## src/rtl/etc1_block_stream_pkg.sv

```systemverilog
`default_nettype none
// ============================================================================
// Module      : etc1_pkg
// Description : Shared definitions for the ETC1 block streamer: palette-word
//               field positions, the modifier table and the FSM state type.
// Revision    : 1.0 - initial release
// ============================================================================
package etc1_pkg;

    // Palette word (block[63:32]) field positions
    localparam int C_FLIP_BIT    = 0;
    localparam int C_DIFF_BIT    = 1;
    localparam int C_CW0_LSB     = 5;   // codeword for sub-block 0 at [7:5]
    localparam int C_CW1_LSB     = 2;   // codeword for sub-block 1 at [4:2]
    localparam int C_BASE_R_HI   = 31;  // red base field MSB; G and B follow
    localparam int C_CH_STRIDE   = 8;   // distance between channel fields
    localparam int C_IDX_MSB_OFS = 16;  // index MSB plane offset in block[31:0]

    typedef enum logic [0:0] {
        ST_IDLE   = 1'b0,
        ST_STREAM = 1'b1
    } state_t;

    // Modifier for a table codeword and a 2-bit index {MSB,LSB}:
    // 00 -> +a, 01 -> +b, 10 -> -a, 11 -> -b
    function automatic logic signed [8:0] etc1_modifier(
        input logic [2:0] cw,
        input logic [1:0] idx
    );
        logic signed [8:0] a;
        logic signed [8:0] b;
        case (cw)
            3'd0:    begin a = 9'sd2;  b = 9'sd8;   end
            3'd1:    begin a = 9'sd5;  b = 9'sd17;  end
            3'd2:    begin a = 9'sd9;  b = 9'sd29;  end
            3'd3:    begin a = 9'sd13; b = 9'sd42;  end
            3'd4:    begin a = 9'sd18; b = 9'sd60;  end
            3'd5:    begin a = 9'sd24; b = 9'sd80;  end
            3'd6:    begin a = 9'sd33; b = 9'sd106; end
            default: begin a = 9'sd47; b = 9'sd183; end
        endcase
        case (idx)
            2'b00:   etc1_modifier = a;
            2'b01:   etc1_modifier = b;
            2'b10:   etc1_modifier = -a;
            default: etc1_modifier = -b;
        endcase
    endfunction

endpackage
`default_nettype wire

```

## src/rtl/etc1_block_stream_texel.sv

```systemverilog
`default_nettype none
// ============================================================================
// Module      : etc1_texel
// Description : Combinational decode of one ETC1 texel.
//   i_palette  [31:0] palette word of the block
//   i_indices  [31:0] index planes (LSB plane [15:0], MSB plane [31:16])
//   i_x, i_y   [1:0]  texel coordinate inside the 4x4 block
//   o_rgb      [23:0] decoded {R,G,B}
// Revision    : 1.0 - initial release
// ============================================================================
module etc1_texel
    import etc1_pkg::*;
(
    input  logic [31:0] i_palette,
    input  logic [31:0] i_indices,
    input  logic [1:0]  i_x,
    input  logic [1:0]  i_y,
    output logic [23:0] o_rgb
);

    logic              w_flip;
    logic              w_diff;
    logic              w_sub;
    logic [2:0]        w_cw;
    logic [3:0]        w_pos;
    logic [1:0]        w_idx;
    logic signed [8:0] w_mod;

    assign w_flip = i_palette[C_FLIP_BIT];
    assign w_diff = i_palette[C_DIFF_BIT];
    // Flip splits the block into top/bottom halves, otherwise left/right
    assign w_sub  = w_flip ? i_y[1] : i_x[1];
    assign w_cw   = w_sub ? i_palette[C_CW1_LSB +: 3] : i_palette[C_CW0_LSB +: 3];
    // Index planes are stored column-major: bit position 4x + y
    assign w_pos  = {i_x, i_y};
    assign w_idx  = {i_indices[{1'b1, w_pos}], i_indices[{1'b0, w_pos}]};
    assign w_mod  = etc1_modifier(w_cw, w_idx);

    for (genvar ch = 0; ch < 3; ch++) begin : g_chan
        localparam int c_HI = C_BASE_R_HI - ch * C_CH_STRIDE;

        logic [4:0]        w_b0_5;
        logic [2:0]        w_delta;
        logic [4:0]        w_b1_5;
        logic [4:0]        w_sel5;
        logic [3:0]        w_nib;
        logic [7:0]        w_base;
        logic signed [9:0] w_sum;

        // Differential mode: 5-bit base plus 3-bit signed delta, mod 32
        assign w_b0_5  = i_palette[c_HI -: 5];
        assign w_delta = i_palette[c_HI - 5 -: 3];
        assign w_b1_5  = w_b0_5 + {{2{w_delta[2]}}, w_delta};
        assign w_sel5  = w_sub ? w_b1_5 : w_b0_5;
        // Individual mode: two independent 4-bit bases
        assign w_nib   = w_sub ? i_palette[c_HI - 4 -: 4] : i_palette[c_HI -: 4];
        assign w_base  = w_diff ? {w_sel5, w_sel5[4:2]} : {w_nib, w_nib};

        // One extra bit of headroom so 255 + 183 cannot wrap before clamping
        assign w_sum = $signed({2'b00, w_base}) + $signed({w_mod[8], w_mod});

        assign o_rgb[23 - ch * 8 -: 8] = w_sum[9] ? 8'h00 :
                                         w_sum[8] ? 8'hFF : w_sum[7:0];
    end

endmodule
`default_nettype wire

```

## src/rtl/etc1_block_stream.sv

```systemverilog
`default_nettype none
// ============================================================================
// Module      : etc1_block_stream
// Description : Accepts one 64-bit ETC1 block per transaction and streams its
//               16 decoded RGB888 texels as LANES texels per beat.
//   clk, reset  clock, synchronous active-high reset
//   in_valid / in_ready / in_block   block input handshake
//   out_valid / out_ready            beat output handshake
//   out_pixels  lane l at [24l+23:24l], {R,G,B}
//   out_x/out_y coordinate of lane 0; out_last marks the final beat
//   blocks_done completed-block counter (only with ETC1_BLOCK_STREAM_COUNT_EN)
// Parameters  : LANES (1,2,4), COL_MAJOR (0 row-major, 1 column-major)
// Options     : `define ETC1_BLOCK_STREAM_COUNT_EN adds blocks_done[31:0]
// Revision    : 1.0 - initial release
// ============================================================================
module etc1_block_stream
    import etc1_pkg::*;
#(
    parameter int LANES     = 1,
    parameter int COL_MAJOR = 0
) (
    input  logic                  clk,
    input  logic                  reset,
    input  logic                  in_valid,
    output logic                  in_ready,
    input  logic [63:0]           in_block,
    output logic                  out_valid,
    input  logic                  out_ready,
    output logic [24*LANES-1:0]   out_pixels,
    output logic [1:0]            out_x,
    output logic [1:0]            out_y,
    output logic                  out_last
`ifdef ETC1_BLOCK_STREAM_COUNT_EN
    ,
    output logic [31:0]           blocks_done
`endif
);

    if (LANES != 1 && LANES != 2 && LANES != 4) begin : g_bad_lanes
        $error("etc1_block_stream: LANES must be 1, 2 or 4");
    end

    localparam int         c_NBEATS    = 16 / LANES;
    localparam logic [3:0] c_LAST_BEAT = 4'(c_NBEATS - 1);
    localparam logic [3:0] c_LANES4    = 4'(LANES);

    state_t                r_state;
    logic [63:0]           r_block;
    logic [3:0]            r_beat;
    logic                  r_out_valid;
    logic                  r_out_last;
    logic [24*LANES-1:0]   r_out_pixels;
    logic [1:0]            r_out_x;
    logic [1:0]            r_out_y;

    logic                  w_out_fire;
    logic                  w_last_fire;
    logic                  w_accept;
    logic                  w_load;
    logic [63:0]           w_src_block;
    logic [3:0]            w_next_beat;
    logic [24*LANES-1:0]   w_pixels;
    logic [1:0]            w_lane_x [LANES];
    logic [1:0]            w_lane_y [LANES];

    assign w_out_fire  = r_out_valid && out_ready;
    assign w_last_fire = w_out_fire && r_out_last;
    assign in_ready    = (r_state == ST_IDLE) || w_last_fire;
    assign w_accept    = in_valid && in_ready;
    // A new beat is loaded either from a freshly accepted block or by
    // advancing within the current one
    assign w_load      = w_accept || (w_out_fire && !r_out_last);
    assign w_src_block = w_accept ? in_block : r_block;
    assign w_next_beat = w_accept ? 4'd0 : r_beat + 4'd1;

    // Decoders look at the beat about to be loaded so results can be
    // registered straight into the output stage
    for (genvar l = 0; l < LANES; l++) begin : g_lane
        localparam logic [3:0] c_LANE = 4'(l);
        logic [3:0] w_t;

        assign w_t         = 4'(w_next_beat * c_LANES4) + c_LANE;
        assign w_lane_x[l] = (COL_MAJOR != 0) ? w_t[3:2] : w_t[1:0];
        assign w_lane_y[l] = (COL_MAJOR != 0) ? w_t[1:0] : w_t[3:2];

        etc1_texel u_texel (
            .i_palette (w_src_block[63:32]),
            .i_indices (w_src_block[31:0]),
            .i_x       (w_lane_x[l]),
            .i_y       (w_lane_y[l]),
            .o_rgb     (w_pixels[24*l +: 24])
        );
    end

    always_ff @(posedge clk) begin
        if (reset) begin
            r_state      <= ST_IDLE;
            r_block      <= '0;
            r_beat       <= '0;
            r_out_valid  <= 1'b0;
            r_out_last   <= 1'b0;
            r_out_pixels <= '0;
            r_out_x      <= '0;
            r_out_y      <= '0;
        end else begin
            case (r_state)
                ST_IDLE, ST_STREAM: begin
                    if (w_load) begin
                        r_state      <= ST_STREAM;
                        r_block      <= w_src_block;
                        r_beat       <= w_next_beat;
                        r_out_valid  <= 1'b1;
                        r_out_last   <= (w_next_beat == c_LAST_BEAT);
                        r_out_pixels <= w_pixels;
                        r_out_x      <= w_lane_x[0];
                        r_out_y      <= w_lane_y[0];
                    end else if (w_last_fire) begin
                        r_state     <= ST_IDLE;
                        r_out_valid <= 1'b0;
                        r_out_last  <= 1'b0;
                    end
                end
                default: r_state <= ST_IDLE;
            endcase
        end
    end

    assign out_valid  = r_out_valid;
    assign out_last   = r_out_last;
    assign out_pixels = r_out_pixels;
    assign out_x      = r_out_x;
    assign out_y      = r_out_y;

`ifdef ETC1_BLOCK_STREAM_COUNT_EN
    logic [31:0] r_blocks_done;

    always_ff @(posedge clk) begin
        if (reset) begin
            r_blocks_done <= '0;
        end else if (w_last_fire) begin
            r_blocks_done <= r_blocks_done + 32'd1;
        end
    end

    assign blocks_done = r_blocks_done;
`endif

endmodule
`default_nettype wire
```

## config.mk

```make
export PLATFORM = sky130hd
export DESIGN_NAME = etc1_block_stream
export DESIGN_NICKNAME = d
export VERILOG_FILES = /design/src/rtl/etc1_block_stream_pkg.sv /design/src/rtl/etc1_block_stream_texel.sv /design/src/rtl/etc1_block_stream.sv
export SDC_FILE = /design/constraint.sdc
export NUM_CORES = 1
export LEC_CHECK = 0
export CAP_MARGIN = 20
export CELL_PAD_IN_SITES_DETAIL_PLACEMENT = 2
export CELL_PAD_IN_SITES_GLOBAL_PLACEMENT = 2
export CORE_UTILIZATION = 34
export DETAILED_ROUTE_END_ITERATION = 10
export PLACE_DENSITY_LB_ADDON = 0.2
export SKIP_CTS_REPAIR_TIMING = 1
export SLEW_MARGIN = 10
export SYNTH_ARGS = -nofsm -noshare
export SYNTH_HDL_FRONTEND = slang
export SYNTH_SLANG_ARGS = --single-unit
```

## constraint.sdc

```tcl
create_clock -name clk -period 13.32 [get_ports clk]
set_input_delay 1.998 -clock clk [delete_from_list [all_inputs] [get_ports clk]]
set_output_delay 1.998 -clock clk [all_outputs]
set_load 0.02 [all_outputs]
```

Word-level counts from Yosys, hierarchy flattened
Cells that the tools add are included.

storage, ports and cells
  register bits after elaboration = 98
  bits of input ports = 68
  output and inout port bits = 31
  word-level logic and storage cells = 67

operators by class
  $add $sub $neg = 9
  magnitude comparators = 2
  eq/ne operators = 9
  mux-type cells = 29
  bitwise logic cells = 1
  reduce and logical (&&, ||, !) cells = 10

operators by type and width
  cell                                                                  number
  8-bit two-way mux                                                     9
  64-bit two-way mux                                                    1
  8-bit one-hot mux with 7 select lines                                 1
  6-bit one-hot mux with 7 select lines                                 1
  9-bit by 9-bit adder with 10-bit output                               3
  9-bit one-hot mux with 3 select lines                                 1
  4-bit two-way mux                                                     4
  5-bit adder                                                           3
  5-bit two-way mux                                                     3
  3-bit == test, second input constant                                  3
  6-bit negator with 9-bit output                                       1
  8-bit negator with 9-bit output                                       1
  1-bit binary-select mux with 4-bit select                             2
  3-bit by 2-bit == test with 1-bit output, second input constant       2
  4-bit by 6-bit < comparator with 1-bit output, second input constant  1
  5-bit by 6-bit < comparator with 1-bit output, second input constant  1
  1-bit two-way mux                                                     6
  4-bit by 1-bit adder with 4-bit output, second input constant         1
  4-bit == test, second input constant                                  1
  1-bit logical AND                                                     4
  3-bit by 1-bit == test with 1-bit output, second input constant       1
  3-bit zero test                                                       1
  3-bit two-way mux                                                     1
  2-bit by 1-bit == test with 1-bit output, second input constant       1
  other kinds (6)                                                       7

Logic depth before layout (Yosys ltp)
Gate-level depths: netlist of run 1.

  depth in word-level cells = 14
  mapped depth = 27
  gate-level depth less buffers = 24

Modules after synthesis
A second synthesis of run 1 with hierarchy kept.

unflattened totals
  cell total of the unflattened synthesis = 711
  area, all modules = 6725.2 µm²

modules (own cells, without submodules)
  module             instances  cells an instance  area an instance (µm²)
  etc1_block_stream  1          320                3906.2
  etc1_texel         1          391                2819.0

Worst setup path after synthesis of run 1
No wires, ideal clock.

  path kind = input port to flip-flop
  start point = in out_ready
  end point = reg r_out_pixels[7], in the netlist out_pixels[7]
  setup time = 0.127 ns
  arrival time = 6.467 ns
  data required time = 13.193 ns
  slack = 6.727 ns
  cell stages on the path = 24
  path buffers = 3
  cells stage by stage = a21bo_2 > and2_1 > buf_2 > buf_2 > buf_1 > mux2i_1 > inv_1 > ha_1 > a21o_1 > a21oi_1 > xnor2_1 > a21oi_1 > nand2_1 > o21a_1 > inv_1 > fa_1 > nor2b_1 > o21ai_0 > a21boi_0 > o21ai_0 > a21o_1 > a21o_1 > o2bb2a_1 > o21ai_1

RTL lines
  what                                         line                           RTL
  start, declared                              etc1_block_stream.sv:28        input logic out_ready,
  1-bit logical AND (*)                        etc1_block_stream.sv:66        assign w_out_fire = r_out_valid && out_ready;
  1-bit logical AND (*)                        etc1_block_stream.sv:67        assign w_last_fire = w_out_fire && r_out_last;
  1-bit logical OR (*)                         etc1_block_stream.sv:68        assign in_ready = (r_state == ST_IDLE) || w_last_fire;
  1-bit logical AND (*)                        etc1_block_stream.sv:69        assign w_accept = in_valid && in_ready;
  64-bit two-way mux (*)                       etc1_block_stream.sv:73        assign w_src_block = w_accept ? in_block : r_block;
  via g_lane[0].u_texel.i_palette[12]          etc1_block_stream_texel.sv:14  input logic [31:0] i_palette,
  5-bit adder                                  etc1_block_stream_texel.sv:53  assign w_b1_5 = w_b0_5 + {{2{w_delta[2]}}, w_delta};
  5-bit two-way mux                            etc1_block_stream_texel.sv:54  assign w_sel5 = w_sub ? w_b1_5 : w_b0_5;
  8-bit two-way mux (*)                        etc1_block_stream_texel.sv:57  assign w_base = w_diff ? {w_sel5, w_sel5[4:2]} : {w_nib, w_nib};
  9-bit by 9-bit adder with 10-bit output (*)  etc1_block_stream_texel.sv:60  assign w_sum = $signed({2'b00, w_base}) + $signed({w_mod[8], w_mod});
  8-bit two-way mux                            etc1_block_stream_texel.sv:63  w_sum[8] ? 8'hFF : w_sum[7:0];
  8-bit two-way mux (*)                        etc1_block_stream_texel.sv:62  assign o_rgb[23 - ch * 8 -: 8] = w_sum[9] ? 8'h00 :
  end signal, assigned                         etc1_block_stream.sv:114       r_out_pixels <= w_pixels;
  end, declared                                etc1_block_stream.sv:52        logic [24*LANES-1:0] r_out_pixels;

Mark *: on every way through the listed nets, which the timed path passes. The rest lies on a longest branch. The select of a mux whose other input is x is not followed.
A chain may end at the register's enable or synchronous reset.

Final worst setup path of run 1
  start point = in out_ready
  end point = reg r_out_pixels[10], in the netlist out_pixels[10]

on the way
  cells in the longest elaborated chain, start to end = 14

ends and longest elaborated chain
  what                                                                                            line                                                      RTL
  1-bit logical AND (*)                                                                           etc1_block_stream.sv:66
  1-bit logical AND                                                                               etc1_block_stream.sv:67
  1-bit logical OR                                                                                etc1_block_stream.sv:68
  1-bit logical AND                                                                               etc1_block_stream.sv:69
  4-bit two-way mux or 64-bit two-way mux (tied branches)                                         etc1_block_stream.sv:74, etc1_block_stream.sv:73
  1-bit two-way mux                                                                               etc1_block_stream_texel.sv:32                             assign w_sub = w_flip ? i_y[1] : i_x[1];
  3-bit two-way mux                                                                               etc1_block_stream_texel.sv:33                             assign w_cw = w_sub ? i_palette[C_CW1_LSB +: 3] : i_palette[C_CW0_LSB +: 3];
  3-bit == test, or another cell as far along                                                     etc1_block_stream_pkg.sv:32                               case (cw)
  8-bit one-hot mux with 7 select lines or 6-bit one-hot mux with 7 select lines (tied branches)  etc1_block_stream_pkg.sv:32
  8-bit negator with 9-bit output or 6-bit negator with 9-bit output (tied branches)              etc1_block_stream_pkg.sv:46, etc1_block_stream_pkg.sv:45
  9-bit one-hot mux with 3 select lines                                                           etc1_block_stream_pkg.sv:42                               case (idx)
  9-bit by 9-bit adder with 10-bit output                                                         etc1_block_stream_texel.sv:60
  8-bit two-way mux                                                                               etc1_block_stream_texel.sv:63
  8-bit two-way mux                                                                               etc1_block_stream_texel.sv:62

Every way passes the cells marked *; elsewhere a longest branch is shown, timed or not. The select of a mux whose other input is x is not followed.

==> results of run 1 <==
-- critical path, stage by stage --
cell and delay, ns:
clkdlybuf4s50_1 0.48, a21bo_2 0.19, and2_2 0.15, buf_4 0.70, a211o_1 0.18, nand3_1 0.33
inv_1 0.28, nand2_1 0.16, and2_1 0.23, ha_1 0.30, mux2i_1 0.13, nor2_1 0.07
or4_1 0.65, ha_1 0.34, a21o_1 0.18, a21oi_1 0.25, o21ai_0 0.12, o211a_1 0.14
o21a_1 0.19, o21a_1 0.23, o31ai_4 0.35, o21ai_0 0.17
-- registers in the layout, indices dropped and copies added, names as in the netlist --
register / count
r_block: 64
out_pixels: 24
r_beat: 4
out_last: 1
out_valid: 1
-- cells by family after synthesis --
| logic type | share of synthesized area, % |
|---|---|
| buf+inv | 5.39 |
| fa+ha+maj | 9.51 |
| mux | 7.21 |
| flops | 30.0 |
| compound gates | 23.6 |
| xor+xnor | 4.15 |
| simple gates | 20.1 |
-- Yosys cell counts, types with 3 or more instances --
cell type  instances
a21oi_1          102
o211ai_1           4
nand3_1            5
o31ai_4            3
nor2_1            65
a21o_1            14
nor2b_1           11
o211a_1            4
ha_1              38
o2111ai_1          3
clkbuf_1          31
a211oi_1           5
xor2_1             6
o21a_1             9
o21ai_0           61
buf_2              6
mux2i_1           38
nand2b_1           4
o22ai_1            9
buf_1              5
nor3_1            23
nand2_1          158
inv_1             40
a21boi_0           8
xnor2_1           20
fa_1               6
nand3_2            3
nor4_1             4
dfxtp_1           94
and2_1            14
-- worst max-delay path by stage --
stage / start / endpoint / slack [ns] / cells after the start
after floorplan: out_ready / out_pixels[7] / 6.73 / 24
after global placement: out_ready / out_pixels[9] / 5.52 / 22
after detailed placement: out_ready / out_pixels[10] / 5.01 / 22
after CTS: out_ready / out_pixels[9] / 5.36 / 22
after global routing: out_ready / out_pixels[9] / 5.12 / 23
final: out_ready / out_pixels[10] / 5.71 / 22
-- routing by layer --
layer / up-vias / wire (um) / GRT usage [%]
li1: 3003 / - / -
met1: 3034 / 8890 / 25.6
met2: 87 / 11400 / 45.3
met3: 38 / 596 / 3.38
met4: 0 / 599 / 9.48
met5: - / 0 / 0
-- final cells by class --
| class | instances | area, um^2 |
|---|---|---|
| clock buffer | 9 | 225 |
| clock inverter | 7 | 75.1 |
| fill | 2077 | 10300 |
| inverter | 40 | 150 |
| multi-input combinational | 648 | 4060 |
| sequential | 94 | 1880 |
| tap | 229 | 287 |
| timing repair buffer | 108 | 1050 |
-- per-stage QoR --
step                      cells  total power (W)  instance area (um^2)
after floorplan             826         0.000568                  6260
after global placement     1117         0.000682                  7410
after detailed placement   1117         0.000705                  7410
after CTS                  1133         0.000981                  7710
after global routing       1135          0.00103                  7720
final                      1135         0.000971                  7720
-- where the power goes --
part / switching [W] / internal (W) / leakage, nW / total [W]
Combinational: 0.000224 / 0.000159 / 2.23 / 0.000382
Clock: 0.000136 / 0.000133 / 0.145 / 0.000270
Sequential: 0.0000131 / 0.000306 / 0.772 / 0.000319
Total: 0.000373 / 0.000598 / 3.15 / 0.000971
==> results.toml, run 1 <==
[run_status]
status = "finished, final reports clean"

[layout]
nets = 1013
final_common_cell = "nand2_1"
area_growth_pct = 23.3
diodes = 0
drive_gt1_share_pct = 4.97
final_util_pct = 42.8
layout_common_cells = "158 x nand2_1, 102 x a21oi_1, 97 x clkdlybuf4s50_1, 94 x dfxtp_1, 65 x nor2_1"

[detailed_routing]
routed_wl_um = 21400
drt-initial-drc-count = 239
drc = 0
via_per_inst = 5.43
vias = 6162
first_pass_iters = 4
wire_per_inst_um = 18.9
ant_nets = 0

[floorplan]
fp.dieW_um = 138
row_count = 49
initial_core_util_pct = 34.8
fp.dieArea_um2 = 19000
core_um2 = 18000
die_h_um = 138
io_pins = 99

[yosys]
ys_ff_latch = 94
yosys_warnings = 0
seq_area_frac_synth_pct = 30.0
yosysTopAreaCell = "dfxtp_1"
synth_area_leaders = "dfxtp_1 30%, nand2_1 9.5%, a21oi_1 8.1%, ha_1 7.6%, mux2i_1 6.1%"
synth_top_area_share_pct = 30.0
syn_area_per_cell_um2 = 7.58
synth_edf_count = 0
async_flop_share_pct = 0
synthCells = 826
synth_cell_type_count = 55
synth_ff_type = "dfxtp_1"
syn_area_um2 = 6260
syn_nets = 938

[place]
port_buffers = 98
hpwl_um = 15900
dp_slack_ns = 5.01
routabilityCongestion = 0.855

[timing]
max_freq_mhz = 131
finalCritPeriodShare_pct = 57.1
tns_ns = 0
fin_skew_ns = 0.00965
slew_headroom_pct = 27.6
worst_slack_ns = 5.71
tightest_slew_ns = 1.08
final_hold_viol_count = 0
setup_viol = 0
rsz0062_at_grt = "no"
final_max_slew_viol_count = 0
fin_crit_ns = 7.61
hold_slack_ns = 0.459

[clock_network]
clk_path_buf_depth = 2
cts_tree = "yes"
clk_latency_ns = 0.37
cts.clk_slew.worst_paths_ns = 0.08
cts_made_buffers = 9
htreeDepth = 3
cts-root-buf = "clkbuf_16"
clkSinkCount = 94

[power]
ir_worst_vdd_mv = 0.0621
power_density_nw_per_um2 = 126
power_leakage_nw = 3.15

[min_path]
whs_endpoint = "r_block[13]"
hold_start = "r_block[13]"
hold_depth = 2
hp-class = "flip-flop to flip-flop"

[critical_path]
reg2reg_slack_ns = 6.95
critPathMaxFanout = 76
r2r_cells = 19
r2r-start = "r_beat[0]"
required_ns = 13.55
startpoint_type = "primary input"
crit_type = "primary input to flip-flop"
cp.arrival_ns = 7.84
end_kind = "flip-flop"
reg2reg_to = "out_pixels[10]"

[global_route]
grtUsageTotal_pct = 23.6
overflow = 0
grt_pass1_wl_um = 34300
grt_max_degree = 77
first_global_vias = 6806
antenna_found_initial = 0

[flow_run]
cap_violations = 0
No activity file was read; power rests on OpenSTA's default activity.
==> run 2, diff against run 1 <==
- CORE_UTILIZATION: 34 -> 28
- clock period: 13.32 -> 6.9 ns (I/O delays scaled with it)
==> run 2 against run 1 <==
Against the previous run:
- combinational power up 94%
- highest routed layer unchanged
- critical path depth up 2
- cell count up 5.9%
- worst hold slack worse by 0.0046 ns
- total power up 92%
- core utilization down 6.7 points
- register-to-register slack worse by 6.0 ns
- flip-flop and latch count unchanged
- sequential power up 93%
- worst setup slack worse by 4.9 ns
- sequential share of layout area down 0.59 points
==> results.toml, run 2 (synthesis results as in run 1) <==
[run_status]
status = "finished, final reports clean"

[timing]
final_hold_viol_count = 0
worst_slack_ns = 0.787
tightest_slew_ns = 0.775
fin_crit_ns = 6.11
slew_headroom_pct = 46.8
finalCritPeriodShare_pct = 88.6
setup_viol = 0
fin_skew_ns = 0.0117
tns_ns = 0
max_freq_mhz = 164
rsz0062_at_grt = "no"
final_max_slew_viol_count = 0

[detailed_routing]
via_per_inst = 5.02
ant_nets = 0
drc = 0
drt-initial-drc-count = 196
vias = 6040
first_pass_iters = 4
wire_per_inst_um = 17.8
routed_wl_um = 21400

[critical_path]
crit_path_max_incr_delay_ns = 0.48
startpoint = "out_ready"
crit_type = "primary input to flip-flop"
crit_path_frequent_cell = "o21ai_0"
r2r-start = "r_beat[0]"
required_ns = 7.18
end_kind = "flip-flop"
cp.arrival_ns = 6.40
crit_chain = "clkdlybuf4s50_1 -> a21bo_2 -> and2_2 -> buf_12 -> mux2i_1 -> inv_1 -> ha_1 -> nor2b_1 -> o21ai_0 -> nand2b_1 -> and2_1 -> a21oi_1 -> o22ai_1 -> nand2_1 -> nand2_1 -> ha_1 -> nor2b_1 -> o21ai_0 -> a21boi_0 -> o21ai_0 -> a21o_1 -> a21o_1 -> o2bb2a_1 -> o21ai_0"
path_buf_inv = 3
cp_slowest_cell = "clkdlybuf4s50_1"
critPathMaxFanout = 44
cp_top_family = "compound AO/OA/AOI/OAI gates"
startpoint_type = "primary input"

[global_route]
grt_max_degree = 72
grt_pass1_wl_um = 34700
first_global_vias = 6562
overflow = 0
grtUsageTotal_pct = 19.5
antenna_found_initial = 0

[floorplan]
fp.dieArea_um2 = 23000
initial_core_util_pct = 28.6
row_count = 54
core_um2 = 21900
die_h_um = 152
fp.dieW_um = 152
io_pins = 99

[layout]
diodes = 0
final_util_pct = 36.2
largest_reg_flops = 64
nets = 1029
layout_common_cells = "158 x nand2_1, 102 x a21oi_1, 97 x clkdlybuf4s50_1, 94 x dfxtp_1, 65 x nor2_1"
drive_gt1_share_pct = 6.62
regMostFlops = "r_block"
area_growth_pct = 26.3
final_common_cell = "nand2_1"

[clock_network]
clk_path_buf_depth = 2
cts-root-buf = "clkbuf_16"
cts.clk_slew.worst_paths_ns = 0.07
cts_made_buffers = 9
clkSinkCount = 94
clk_latency_ns = 0.36
htreeDepth = 3
cts_tree = "yes"

[min_path]
hold_start = "out_pixels[22]"
hp-class = "flip-flop to flip-flop"

[place]
dp_slack_ns = 0.443
port_buffers = 98
hpwl_um = 16600
routabilityCongestion = 0.811

[power]
power_leakage_nw = 3.22
ir_worst_vdd_mv = 0.114
fin_total_pwr_w = 0.00187
power_density_nw_per_um2 = 236

[flow_run]
cap_violations = 0
==> run 2: changes by cell type in the layout (fill, tap and decap cells not counted) <==
cell | previous run | this run
inv_8 | 3 | 1
clkbuf_2 | 2 | 0
inv_6 | 1 | 2
buf_12 | 0 | 1
clkinv_8 | 1 | 0
clkinvlp_4 | 1 | 2
clkbuf_8 | 0 | 1
buf_4 | 8 | 25
==> run 2: where the power goes <==
part | total (W) | internal, W | leakage, nW | switching, W
clock | 0.000513 | 0.000261 | 0.138 | 0.000252
sequential | 0.000615 | 0.000591 | 0.772 | 0.0000242
combinational | 0.000741 | 0.000318 | 2.31 | 0.000423
total | 0.00187 | 0.00117 | 3.22 | 0.000699
==> run 2: final cells by class <==
type,count,area (um^2)
fill,2593,14000
multi-input combinational,648,4060
sequential,94,1880
timing repair buffer,124,1180
tap,280,350
clock buffer,10,239
inverter,40,150
clock inverter,6,52.6
==> run 2: worst register-to-register path, delay by kind of cell, from the launching register on <==
kind,cells,cell delay [ns]
multiplexers,1,0.64
adder cells (fa/ha/maj),2,0.63
AND/OR/NAND/NOR,4,1.35
AO/OA/AOI/OAI,10,2.03
flip-flops,1,0.58
XOR/XNOR,1,0.54
==> run 2: per-layer routing <==
metal	routed length (um)	part of all wire [%]	up-vias	GRT usage, %
li1	-	-	3024	-
met1	10100	47	2936	24.6
met2	10600	49	59	34.7
met3	423	2.0	21	2.43
met4	355	1.7	0	5.64
met5	0	0	-	0
==> run 2: through the flow <==
stage,instance area [um^2],cells,hold slack [ns]
floorplan,6260,826,0.432
global placement,7620,1186,0.439
detailed placement,7620,1186,0.446
CTS,7920,1202,0.461
global route,7920,1202,0.485
finish,7920,1202,0.455
==> run 2: path summary, 6_finish.rpt <==
path	slack, ns	cells past startpoint	endpoint
min reg2reg	0.45	2	out_pixels[22]
max reg2reg	1.00	18	out_pixels[8]
max	0.79	24	out_pixels[23]
min	0.45	2	out_pixels[22]
==> RTL edit 1 (settings of run 2) <==
The package constant `C_CH_STRIDE` goes from 8 to 4.
--- a/src/rtl/etc1_block_stream_pkg.sv
+++ b/src/rtl/etc1_block_stream_pkg.sv
@@ -15,3 +15,3 @@
     localparam int C_BASE_R_HI   = 31;  // red base field MSB; G and B follow
-    localparam int C_CH_STRIDE   = 8;   // distance between channel fields
+    localparam int C_CH_STRIDE   = 4;   // distance between channel fields
     localparam int C_IDX_MSB_OFS = 16;  // index MSB plane offset in block[31:0]
Check against the original RTL: not equivalent (a bounded check fails within 4 cycles, from zero or initial values and one cycle with reset high).
==> RTL edit 1 against run 2 <==
  * Total power is 2.7% lower
  * First-iteration DRC count shrank 10%
  * Count of clock-buffer cells in the layout unchanged
  * Sequential cell count is 8 lower
  * Highest routed layer unchanged
  * Sequential power down 8.1%
  * Global-route usage is 0.082 points higher
  * Worst setup slack got worse by 0.085 ns
  * Clock skew shrank 0.00068 ns
  * Non-clock buffer count fell by 7
  * Routed wire length down 9.5%
  * Area after synthesis fell by 9.0%
  * Cell count fell by 11%
  * Fmax fell by 1.4%
  * Critical path type unchanged
  * Critical endpoint is now out_pixels[19]$_SDFFE_PP0P_
  * Design area decreased by 7.7%
==> RTL edit 1: results (changes against run 2) <==
| Step | Parameter | Reported | Delta |
|:---|:---|:---|:---|
| cells and area | Sequential cell area | 1720 um2 | -8.5% |
| timing | Worst-margin pin slew | 0.900 ns | +0.125 ns |
| timing | Clock skew | 0.0110 ns | -0.000680 ns |
| worst setup path | Arrival time reported for the critical path endpoint | 6.43 ns | +0.03 ns |
| place | Placer congestion estimate | 0.862 | +6.2% |
| worst setup path | Number of cells on the worst reg-to-reg path | 17 | -1 |
| detailed routing | Wire per inst | 18.2 um | +2.0% |
| yosys | Compound-gate portion of the synthesized area | 0.241 | +0.00508 |
| yosys | Arithmetic-cell share of the synthesized area counting full adders, half adders and majority gates | 0.104 | +0.00939 |
| cells and area | Flip-flop count of the largest register after layout | 56 | -13% |
| cells and area | Non-clock buffer total of the final layout | 117 | -5.6% |
| global routing | Global-route met3 utilization | 0.0247 | +0.000428 |
| worst setup path | Most numerous cell on the critical path | sky130_fd_sc_hd__inv_1 |  |
| run status | Result of the run | complete, no violations |  |
| yosys | Proportion of synthesized chip area in sequential cells | 0.302 | +0.00157 |
| detailed routing | Violation count after the first detailed-route iteration | 176 | -10% |
| pwr | Leakage | 3.02 nW | -6.3% |
| die | Tap Cells | 265 | -5.4% |
| worst setup path | Critical path capture point | out_pixels[19]$_SDFFE_PP0P_ |  |
| yosys | Syn_area_per_cell | 8.05 um2 | +6.2% |
| cells and area | Clk tree area frac | 0.0452 | +0.00840 |
| clocking | Num Clock Sinks | 86 | -8.5% |
| place | Number of cells in the design after placement | 1,051 | -11% |
| yosys | Area contributors post-synth | sky130_fd_sc_hd__dfxtp_1 30%, sky130_fd_sc_hd__nand2_1 8.6%, sky130_fd_sc_hd__ha_1 8.3% |  |
| worst setup path | Crit Path Max Fanout | 9 | -80% |
| yosys | Post-synth net total | 820 | -13% |
| worst setup path | Crit path max-delay cell type | sky130_fd_sc_hd__or3b_1 |  |
| place | Sum of net half-perimeters after detailed placement | 15,300 um | -7.7% |
[RTL edit 1: cell count changes in the layout (fill, tap and decap cells not counted), moves of 9 or more]
cell                      change
sky130_fd_sc_hd__mux2i_1     -18
sky130_fd_sc_hd__o221a_1     +25
sky130_fd_sc_hd__xnor2_1      +9
sky130_fd_sc_hd__nand2_1     -27
sky130_fd_sc_hd__nor2_1      -25
sky130_fd_sc_hd__o21ai_0     -29
sky130_fd_sc_hd__a21oi_1     -23
[RTL edit 1: how the worst min path moves through the flow]
stage | startpoint | to | slack (ns) | depth (start not counted)
6_report | r_block[28]$_SDFFE_PP0P_ | r_block[28]$_SDFFE_PP0P_ | 0.45 | 2
5_1_grt | r_block[13]$_SDFFE_PP0P_ | r_block[13]$_SDFFE_PP0P_ | 0.49 | 2
4_1_cts | r_block[28]$_SDFFE_PP0P_ | r_block[28]$_SDFFE_PP0P_ | 0.46 | 2
3_5_place_dp | r_block[28]$_SDFFE_PP0P_ | r_block[28]$_SDFFE_PP0P_ | 0.45 | 2
3_3_place_gp | r_block[31]$_SDFFE_PP0P_ | r_block[31]$_SDFFE_PP0P_ | 0.44 | 2
2_1_floorplan | r_block[12]$_SDFFE_PP0P_ | r_block[12]$_SDFFE_PP0P_ | 0.43 | 2
[RTL edit 1: layer usage]
metal	vias to the layer above	wire length [um]
met1	2698	9320
met2	73	9340
met3	17	517
li1	2674	-
met4	0	246
met5	-	0
[RTL edit 1: where the power goes]
group / switching, W / total [W] / internal [W]
Sequential: 0.0000238 / 0.000565 / 0.000541
Clock: 0.000218 / 0.000548 / 0.000330
Combinational: 0.000402 / 0.000706 / 0.000304
==> RTL edit 2 (flow settings as in run 2) <==
Without the edit above. The option `ETC1_BLOCK_STREAM_COUNT_EN` is turned on by a define.
--- a/src/rtl/etc1_block_stream.sv
+++ b/src/rtl/etc1_block_stream.sv
@@ -15,2 +15,4 @@
 // ============================================================================
+`define ETC1_BLOCK_STREAM_COUNT_EN
+
 module etc1_block_stream
New outputs: blocks_done. Function: not settled (the Yosys comparison gave no result); the edit may change what the design does.
==> RTL edit 2 against run 2 <==
  * Routed wire length increased by 24%
  * Register-to-register slack got worse by 0.37 ns
  * Total power up 44%
  * Clock power is 100% higher
  * Non-clock buffer count grew 38
  * First-iteration DRC count rose by 62%
  * Area after synthesis grew 26%
  * Sequential cell count rose by 32
  * Clock skew up 0.0014 ns
  * Design area is 30% higher
  * Worst setup slack worse by 0.16 ns
  * Utilization increased by 1.1 points
  * Sequential power up 32%
==> RTL edit 2: results (changes against run 2) <==
| Step | Parameter | Reported | Delta |
|:---|:---|:---|:---|
| yosys | Distinct cells, synth | 68 | +24% |
| cells and area | NumNets Final | 1,236 | +20% |
| pwr | Clock network fraction of design power | 0.386 | +0.112 |
| yosys | Syn_area_per_cell | 7.95 um2 | +4.8% |
| yosys | Leading post-synthesis cells by instance count | 159 x sky130_fd_sc_hd__nand2_1, 126 x sky130_fd_sc_hd__dfxtp_1, 112 x sky130_fd_sc_hd__nor2_1 |  |
| place | Placer congestion estimate | 0.830 | +2.3% |
| detailed routing | Violation count after the first detailed-route iteration | 318 | +62% |
| global routing | Via count of the first global-routing pass | 7,945 | +21% |
| worst setup path | Crit path max-delay cell type | sky130_fd_sc_hd__a2111oi_0 |  |
| detailed routing | Met3 routed wirelength | 658 um | +56% |
| clocking | TritonCTS Buffers | 17 | +8 |
| detailed routing | Vias | 7,474 | +24% |
| cells and area | Count of placed standard cells in the final layout, fillers left out | 1,513 | +26% |
| place | Number of port buffers | 130 | +33% |
| cells and area | Cell area after layout | 10,300 um2 | +30% |
| pwr | Combinational fraction of design power | 0.312 | -0.085 |
| place | Sum of net half-perimeters after detailed placement | 19,600 um | +18% |
| yosys | Compound-gate portion of the synthesized area | 0.185 | -0.0512 |
| yosys | Arithmetic-cell share of the synthesized area counting full adders, half adders and majority gates | 0.0785 | -0.0166 |
| detailed routing | Routed wire length on met2 | 12,800 um | +21% |
| worst setup path | Arrival time reported for the critical path endpoint | 6.57 ns | +0.17 ns |
| yosys | Proportion of synthesized chip area in sequential cells | 0.320 | +0.0200 |
| timing | Clock skew | 0.0130 ns | +0.00137 ns |
| global routing | Met2 GRT Util | 0.330 | -0.0178 |
| run status | Result of the run | complete, no violations |  |
| timing | Worst-margin pin slew | 0.865 ns | +0.0901 ns |
| worst setup path | Peak per-stage delay on the critical path | 0.54 ns | +0.06 ns |
RTL edit 2: layout make-up:
cell class | count | share of cell area
inverter | 42 | 0.0153
sequential | 126 | 0.244
clock buffer | 17 | 0.0412
timing repair buffer | 162 | 0.149
tap | 378 | 0.0458
multi-input combinational | 774 | 0.482
clock inverter | 14 | 0.0224
RTL edit 2: final timing paths:
| kind | slack, ns | to | from |
|---|---|---|---|
| worst max-delay path | 0.62 | out_pixels[15]$_SDFFE_PP0P_ | out_ready |
| worst min-delay path | 0.46 | out_pixels[9]$_SDFFE_PP0P_ | out_pixels[9]$_SDFFE_PP0P_ |
| worst max register to register | 0.63 | out_pixels[15]$_SDFFE_PP0P_ | r_beat[0]$_SDFFE_PP0P_ |
| worst min register to register | 0.46 | out_pixels[9]$_SDFFE_PP0P_ | out_pixels[9]$_SDFFE_PP0P_ |
